**config.mk**
```make
export PLATFORM = sky130hd
export DESIGN_NAME = register_file_flat
export DESIGN_NICKNAME = d
export VERILOG_FILES = /design/src/rtl/register_file_if.sv /design/src/rtl/register_file.sv /design/src/flat_wrapper.sv
export SDC_FILE = /design/constraint.sdc
export NUM_CORES = 1
export LEC_CHECK = 0
export ABC_AREA = 1
export BUFFER_PORTS_ARGS = -buffer_cell sky130_fd_sc_hd__buf_2
export CORE_MARGIN = 8
export CORE_UTILIZATION = 56
export CTS_CLUSTER_SIZE = 16
export DETAILED_ROUTE_END_ITERATION = 12
export HOLD_SLACK_MARGIN = 0.08
export PLACE_DENSITY = 0.79
export SKIP_LAST_GASP = 1
export SLEW_MARGIN = 15
export SYNTH_ARGS = -nofsm -noshare
export SYNTH_HDL_FRONTEND = slang
export SYNTH_SLANG_ARGS = --single-unit
```
**constraint.sdc**
```tcl
create_clock -name clk -period 1.6 [get_ports clk]
set_input_delay 0.32 -clock clk [delete_from_list [all_inputs] [get_ports clk]]
set_output_delay 0.32 -clock clk [all_outputs]
set_load 0.05 [all_outputs]
```
**src/rtl/register_file_if.sv**
```systemverilog
// Register file access bus: one write port, two combinational read ports, sticky error.
// Master drives addresses/data/controls; slave returns read data, valid flags and err.
interface register_file_if #(
  parameter int unsigned WIDTH = 8,
  parameter int unsigned AW    = 2
);
  logic             w_en;
  logic [AW-1:0]    w_addr;
  logic [WIDTH-1:0] w_data;
  logic [AW-1:0]    ra_addr;
  logic [AW-1:0]    rb_addr;
  logic [WIDTH-1:0] ra_data;
  logic [WIDTH-1:0] rb_data;
  logic             ra_valid;
  logic             rb_valid;
  logic             err_clr;
  logic             err;

  modport master (
    output w_en, w_addr, w_data, ra_addr, rb_addr, err_clr,
    input  ra_data, rb_data, ra_valid, rb_valid, err
  );

  modport slave (
    input  w_en, w_addr, w_data, ra_addr, rb_addr, err_clr,
    output ra_data, rb_data, ra_valid, rb_valid, err
  );
endinterface

```
**src/rtl/register_file.sv**
```systemverilog
// DEPTH x WIDTH register file, 1 write / 2 combinational reads, written-since-reset flags, sticky err.
// Latency: write visible after one edge (same cycle with BYPASS); no backpressure, always accepts.
module register_file #(
  parameter int unsigned      WIDTH   = 8,
  parameter int unsigned      DEPTH   = 4,
  parameter int unsigned      AW      = 2,
  parameter logic [WIDTH-1:0] RST_VAL = '0,
  parameter bit               BYPASS  = 1'b1
) (
  input logic           clk,
  input logic           rst,
  register_file_if.slave bus
);

  logic [WIDTH-1:0] mem [DEPTH];
  logic [DEPTH-1:0] valid;
  logic             err_q;
  logic             w_in_range;
  logic             wr_ok;
  logic             en_unknown;
  logic             err_set;

  assign w_in_range = 32'(bus.w_addr) < DEPTH;
  assign wr_ok      = bus.w_en & w_in_range;

  // An X/Z enable can only be observed in a four-state simulator; hardware sees a plain 0.
`ifndef SYNTHESIS
  assign en_unknown = (bus.w_en !== 1'b0) && (bus.w_en !== 1'b1);
`else
  assign en_unknown = 1'b0;
`endif

  assign err_set = (bus.w_en & ~w_in_range) | en_unknown;

  always_ff @(posedge clk or posedge rst) begin
    if (rst) begin
      for (int i = 0; i < int'(DEPTH); i++) begin
        mem[i] <= RST_VAL;
      end
      valid <= '0;
      err_q <= 1'b0;
    end else begin
      if (wr_ok) begin
        mem[bus.w_addr]   <= bus.w_data;
        valid[bus.w_addr] <= 1'b1;
      end
      // Set has priority over clear so a fresh error is never lost.
      if (err_set) begin
        err_q <= 1'b1;
      end else if (bus.err_clr) begin
        err_q <= 1'b0;
      end
    end
  end

  // Returns {valid, data}; out-of-range addresses read as zero and never bypass.
  function automatic logic [WIDTH:0] read_port(input logic [AW-1:0] addr);
    logic [WIDTH:0] r;
    r = '0;
    if (32'(addr) < DEPTH) begin
      r = {valid[addr], mem[addr]};
    end
    if (BYPASS && wr_ok && (addr == bus.w_addr)) begin
      r = {1'b1, bus.w_data};
    end
    return r;
  endfunction

  always_comb begin
    {bus.ra_valid, bus.ra_data} = read_port(bus.ra_addr);
    {bus.rb_valid, bus.rb_data} = read_port(bus.rb_addr);
  end

  assign bus.err = err_q;

endmodule

```
**src/flat_wrapper.sv**
```systemverilog
// flat-port wrapper written by rule: the top's interface ports become plain ports
module register_file_flat 
#(
  parameter int unsigned      WIDTH   = 8,
  parameter int unsigned      DEPTH   = 4,
  parameter int unsigned      AW      = 2,
  parameter logic [WIDTH-1:0] RST_VAL = '0,
  parameter bit               BYPASS  = 1'b1
)
  (clk, rst, bus_w_en, bus_w_addr, bus_w_data, bus_ra_addr, bus_rb_addr, bus_err_clr, bus_ra_data, bus_rb_data, bus_ra_valid, bus_rb_valid, bus_err);
  register_file_if #(.WIDTH(WIDTH), .AW(AW)) bus_i ();
  input logic clk;
  input logic rst;
  input wire logic [$bits(bus_i.w_en)-1:0] bus_w_en;
  input wire logic [$bits(bus_i.w_addr)-1:0] bus_w_addr;
  input wire logic [$bits(bus_i.w_data)-1:0] bus_w_data;
  input wire logic [$bits(bus_i.ra_addr)-1:0] bus_ra_addr;
  input wire logic [$bits(bus_i.rb_addr)-1:0] bus_rb_addr;
  input wire logic [$bits(bus_i.err_clr)-1:0] bus_err_clr;
  output wire logic [$bits(bus_i.ra_data)-1:0] bus_ra_data;
  output wire logic [$bits(bus_i.rb_data)-1:0] bus_rb_data;
  output wire logic [$bits(bus_i.ra_valid)-1:0] bus_ra_valid;
  output wire logic [$bits(bus_i.rb_valid)-1:0] bus_rb_valid;
  output wire logic [$bits(bus_i.err)-1:0] bus_err;
  assign bus_i.w_en = bus_w_en;
  assign bus_i.w_addr = bus_w_addr;
  assign bus_i.w_data = bus_w_data;
  assign bus_i.ra_addr = bus_ra_addr;
  assign bus_i.rb_addr = bus_rb_addr;
  assign bus_i.err_clr = bus_err_clr;
  assign bus_ra_data = bus_i.ra_data;
  assign bus_rb_data = bus_i.rb_data;
  assign bus_ra_valid = bus_i.ra_valid;
  assign bus_rb_valid = bus_i.rb_valid;
  assign bus_err = bus_i.err;
  register_file #(.WIDTH(WIDTH), .DEPTH(DEPTH), .AW(AW), .RST_VAL(RST_VAL), .BYPASS(BYPASS)) u_core (.clk(clk), .rst(rst), .bus(bus_i));
endmodule
```
==> out/metrics.csv <==
stage;metric;value;unit
floorplan;chip width;80.1;um
sta;Worst Skew;0;ns
global_route;gr ovfl total;0;
yosys;Synth top area share;39.2;%
layout;layout cells sized above 1;39.9;%
drt;number of search-and-repair iterations in the first detailed-routing pass;6;
clock_tree;number of buffers inserted during clock tree synthesis;5;
clock_tree;clock tree buffer depth;2;
yosys;synthesized netlist cell count;358;
drt;post-detailed-routing wire length;8580;um
critical_path;Critical Path Start Type;flip-flop;
yosys;leading post-synthesis cells by cell area;sky130_fd_sc_hd__dfrtp_1 39%, sky130_fd_sc_hd__nand2_1 25%, sky130_fd_sc_hd__nand3_1 12%;
sta;Slew Viols, Final;0;
yosys;mean instance size in the synthesized netlist;6.42;um^2
placed_design;routability cong.;0.920;
floorplan;total die area;6410;um^2
floorplan;num ports;37;
drt;via count of the routed design;2829;
placed_design;number of buffers added on ports;34;
min_path;class of the worst hold path;in2async;
drt;number of antenna-violating nets in the routed design;0;
sta;RSZ-0062 raised after global routing;true;
critical_path;WP data required;1.28;ns
yosys;cell type contributing the most total cell area after synthesis;sky130_fd_sc_hd__dfrtp_1;
yosys;number of distinct library cells after synthesis;18;
yosys;Synth Net Count;376;
floorplan;die outline height;80.1;um
layout;area growth from synthesis to layout;48.0;%
sta;Final setup violation count;7;
sta;Achievable Freq;614;MHz
placed_design;Post-DP HPWL;4770;um
global_route;via count of the first global-routing pass;2306;
power;worst ir drop on vdd;0.838;mV
drt;routed wirelength normalized by instance count;18.2;um
sta;Tmin final;1.63;ns
clock_tree;H-tree Lvls;2;
critical_path;crit path from;u_core.mem[28]$_DFFE_PP0P_;
clock_tree;clock transition at the registers of the reported paths;0.07;ns
global_route;largest net degree at the start of global routing;37;
critical_path;terminus of the critical flop-to-flop path;u_core.mem[0]$_DFFE_PP0P_;
critical_path;maximum fanout along the worst path;2;
critical_path;startpoint of the most critical register-to-register path;u_core.mem[0]$_DFFE_PP0P_;
critical_path;critical path capture point type;output port;
yosys;count of synthesis-stage warnings from yosys;0;
yosys;number of synthesized register bits;36;
placed_design;pre-CTS worst setup slack;-0.0950;ns
layout;Design Area, Final;3400;um^2
placed_design;Placement Cell Area;2770;um^2
critical_path;register-to-register path setup slack;0.78;ns
run_status;violated checks;negative setup slack;
yosys;post-synthesis instance area;2300;um^2
global_route;initial antenna violation count;0;
drt;Vias/cell;6.01;
sta;Final Hold Viols;0;
sta;Final Cycle Share;102;%
sta;Final Worst Setup Slack;-0.0288;ns
power;power per cell area;942;nW/um^2
critical_path;Worst Setup Path Type;reg2out;
clock_tree;Skew-Pair Late Insertion Delay;0.29;ns
clock_tree;CTS Hold Buffers Added;0;
clock_tree;Clock Root Buffer;sky130_fd_sc_hd__clkbuf_8;
clock_tree;TritonCTS clock tree;yes;
floorplan;Initial Utilization;57.9;%
yosys;fraction of the yosys area taken by sequential cells;39.2;%
drt;1st-iter DRT viols;323;
floorplan;core area;3970;um^2
global_route;GRT Resource Usage Total;22.1;%
floorplan;site row count;23;
flow_run;Max Cap Violations;0;
clock_tree;Clock Sinks;36;
power;Leakage;1.80;nW
global_route;wire length of the first global-routing pass;11100;um
run_status;result of the run;finished with violations;
layout;n_diodes;0;
layout;total number of nets in the final design;439;
drt;remaining design rule violation count;0;
critical_path;data arrival time of the critical path;1.31;ns
critical_path;count of cells along the worst register-to-register path;3;
[synthesized netlist by cell type]
master / n
sky130_fd_sc_hd__dfrtp_1: 36
sky130_fd_sc_hd__nand3_1: 54
sky130_fd_sc_hd__clkinv_1: 1
sky130_fd_sc_hd__nor2_2: 2
sky130_fd_sc_hd__inv_2: 3
sky130_fd_sc_hd__a21boi_2: 1
sky130_fd_sc_hd__buf_2: 9
sky130_fd_sc_hd__nor2_4: 2
sky130_fd_sc_hd__a21oi_1: 4
sky130_fd_sc_hd__nand2_1: 153
sky130_fd_sc_hd__nand2_2: 2
sky130_fd_sc_hd__conb_1: 1
sky130_fd_sc_hd__buf_4: 4
sky130_fd_sc_hd__xnor2_2: 1
sky130_fd_sc_hd__clkbuf_1: 1
sky130_fd_sc_hd__buf_1: 1
sky130_fd_sc_hd__o21ai_0: 36
sky130_fd_sc_hd__inv_1: 47
[layout by cell type, fill, tap and decap left out, types with 3 or more instances in the layout]
master,count
sky130_fd_sc_hd__inv_4,3
sky130_fd_sc_hd__inv_1,26
sky130_fd_sc_hd__dfrtp_1,36
sky130_fd_sc_hd__inv_2,21
sky130_fd_sc_hd__nand3_1,32
sky130_fd_sc_hd__buf_8,18
sky130_fd_sc_hd__nand3_4,5
sky130_fd_sc_hd__nand2_1,116
sky130_fd_sc_hd__buf_6,12
sky130_fd_sc_hd__nand2_4,14
sky130_fd_sc_hd__nand3_2,17
sky130_fd_sc_hd__nand2_2,26
sky130_fd_sc_hd__buf_4,27
sky130_fd_sc_hd__o21ai_0,34
sky130_fd_sc_hd__buf_2,11
sky130_fd_sc_hd__clkbuf_8,5
sky130_fd_sc_hd__a21oi_1,4
[how the worst max path moves through the flow]
stage	endpoint	slack [ns]	depth (start not counted)
after floorplan	bus_rb_data[0]	0.01	8
after global placement	bus_ra_data[3]	-0.07	9
final	bus_ra_data[4]	-0.03	7
after global routing	bus_ra_data[4]	-0.07	7
after CTS	bus_ra_data[1]	-0.05	9
after detailed placement	bus_ra_data[3]	-0.1	7
[power breakdown]
group	switching, mW	internal, mW
combinational	0.892	0.557
sequential	0.0892	1.04
clock	0.333	0.296
total	1.31	1.89
[per-layer routing]
metal / global-route usage, % / wire length, um / up-vias
met5: 0 / 0 / -
met4: 9.82 / 483 / 0
li1: - / - / 1236
met1: 28.2 / 3140 / 1319
met3: 5.13 / 869 / 57
met2: 34.8 / 4090 / 217
[registers in the layout, summed over array words and instances (netlist names)]
| name | count |
|---|---|
| u_core.mem | 32 |
| u_core.valid | 4 |
[kinds of logic (layout without fill, tap and decap cells)]
kind of cell           count (synthesis)  in the layout  synth area share, %
AO/OA/AOI/OAI                         41             41                 9.20
flip-flops                            36             36                 39.2
AND/OR/NAND/NOR                      213            214                 38.8
other                                  1              1                0.163
buffers and inverters                 66            128                 11.9
XOR/XNOR                               1              1                0.708
[final cells by class]
type / count / area [um^2]
flip-flops and latches: 36 / 901
well taps: 50 / 62.6
inverters: 51 / 199
clock inverters: 1 / 5.00
clock buffers: 6 / 72.6
multi-input cells: 257 / 1460
fillers: 216 / 569
repair buffers: 70 / 703
[stage by stage]
step / power (mW) / util (%) / TNS, ns / cells / hold WS (ns)
detailed placement: 2.17 / 69.8 / -1.00 / 455 / 0.445
global placement: 2.14 / 69.8 / -0.758 / 455 / 0.438
floorplan: 1.88 / - / 0 / 358 / 0.434
finish: 3.21 / 85.7 / -0.0800 / 471 / 0.114
global route: 3.34 / 85.7 / -0.551 / 471 / 0.161
CTS: 2.83 / 72.9 / -0.362 / 462 / 0.132
[timing repair]
item                                    4_1_cts  5_1_grt
gates resized for setup                      18      134
endpoints found under the setup margin       18       18
gates cloned                                  0        1
pin swaps                                     0       41
buffers inserted                              0        8
endpoints found under the hold margin         0        0
[critical path: stages, from the launching register on]
cell and delay (ns):
sky130_fd_sc_hd__dfrtp_1 0.40, sky130_fd_sc_hd__inv_1 0.09, sky130_fd_sc_hd__nand2_1 0.09, sky130_fd_sc_hd__nand3_2 0.08, sky130_fd_sc_hd__nand2_1 0.08, sky130_fd_sc_hd__nand2_2 0.08
sky130_fd_sc_hd__nand2_4 0.05, sky130_fd_sc_hd__buf_8 0.14
Note: power is estimated with default switching activity, not from simulation.
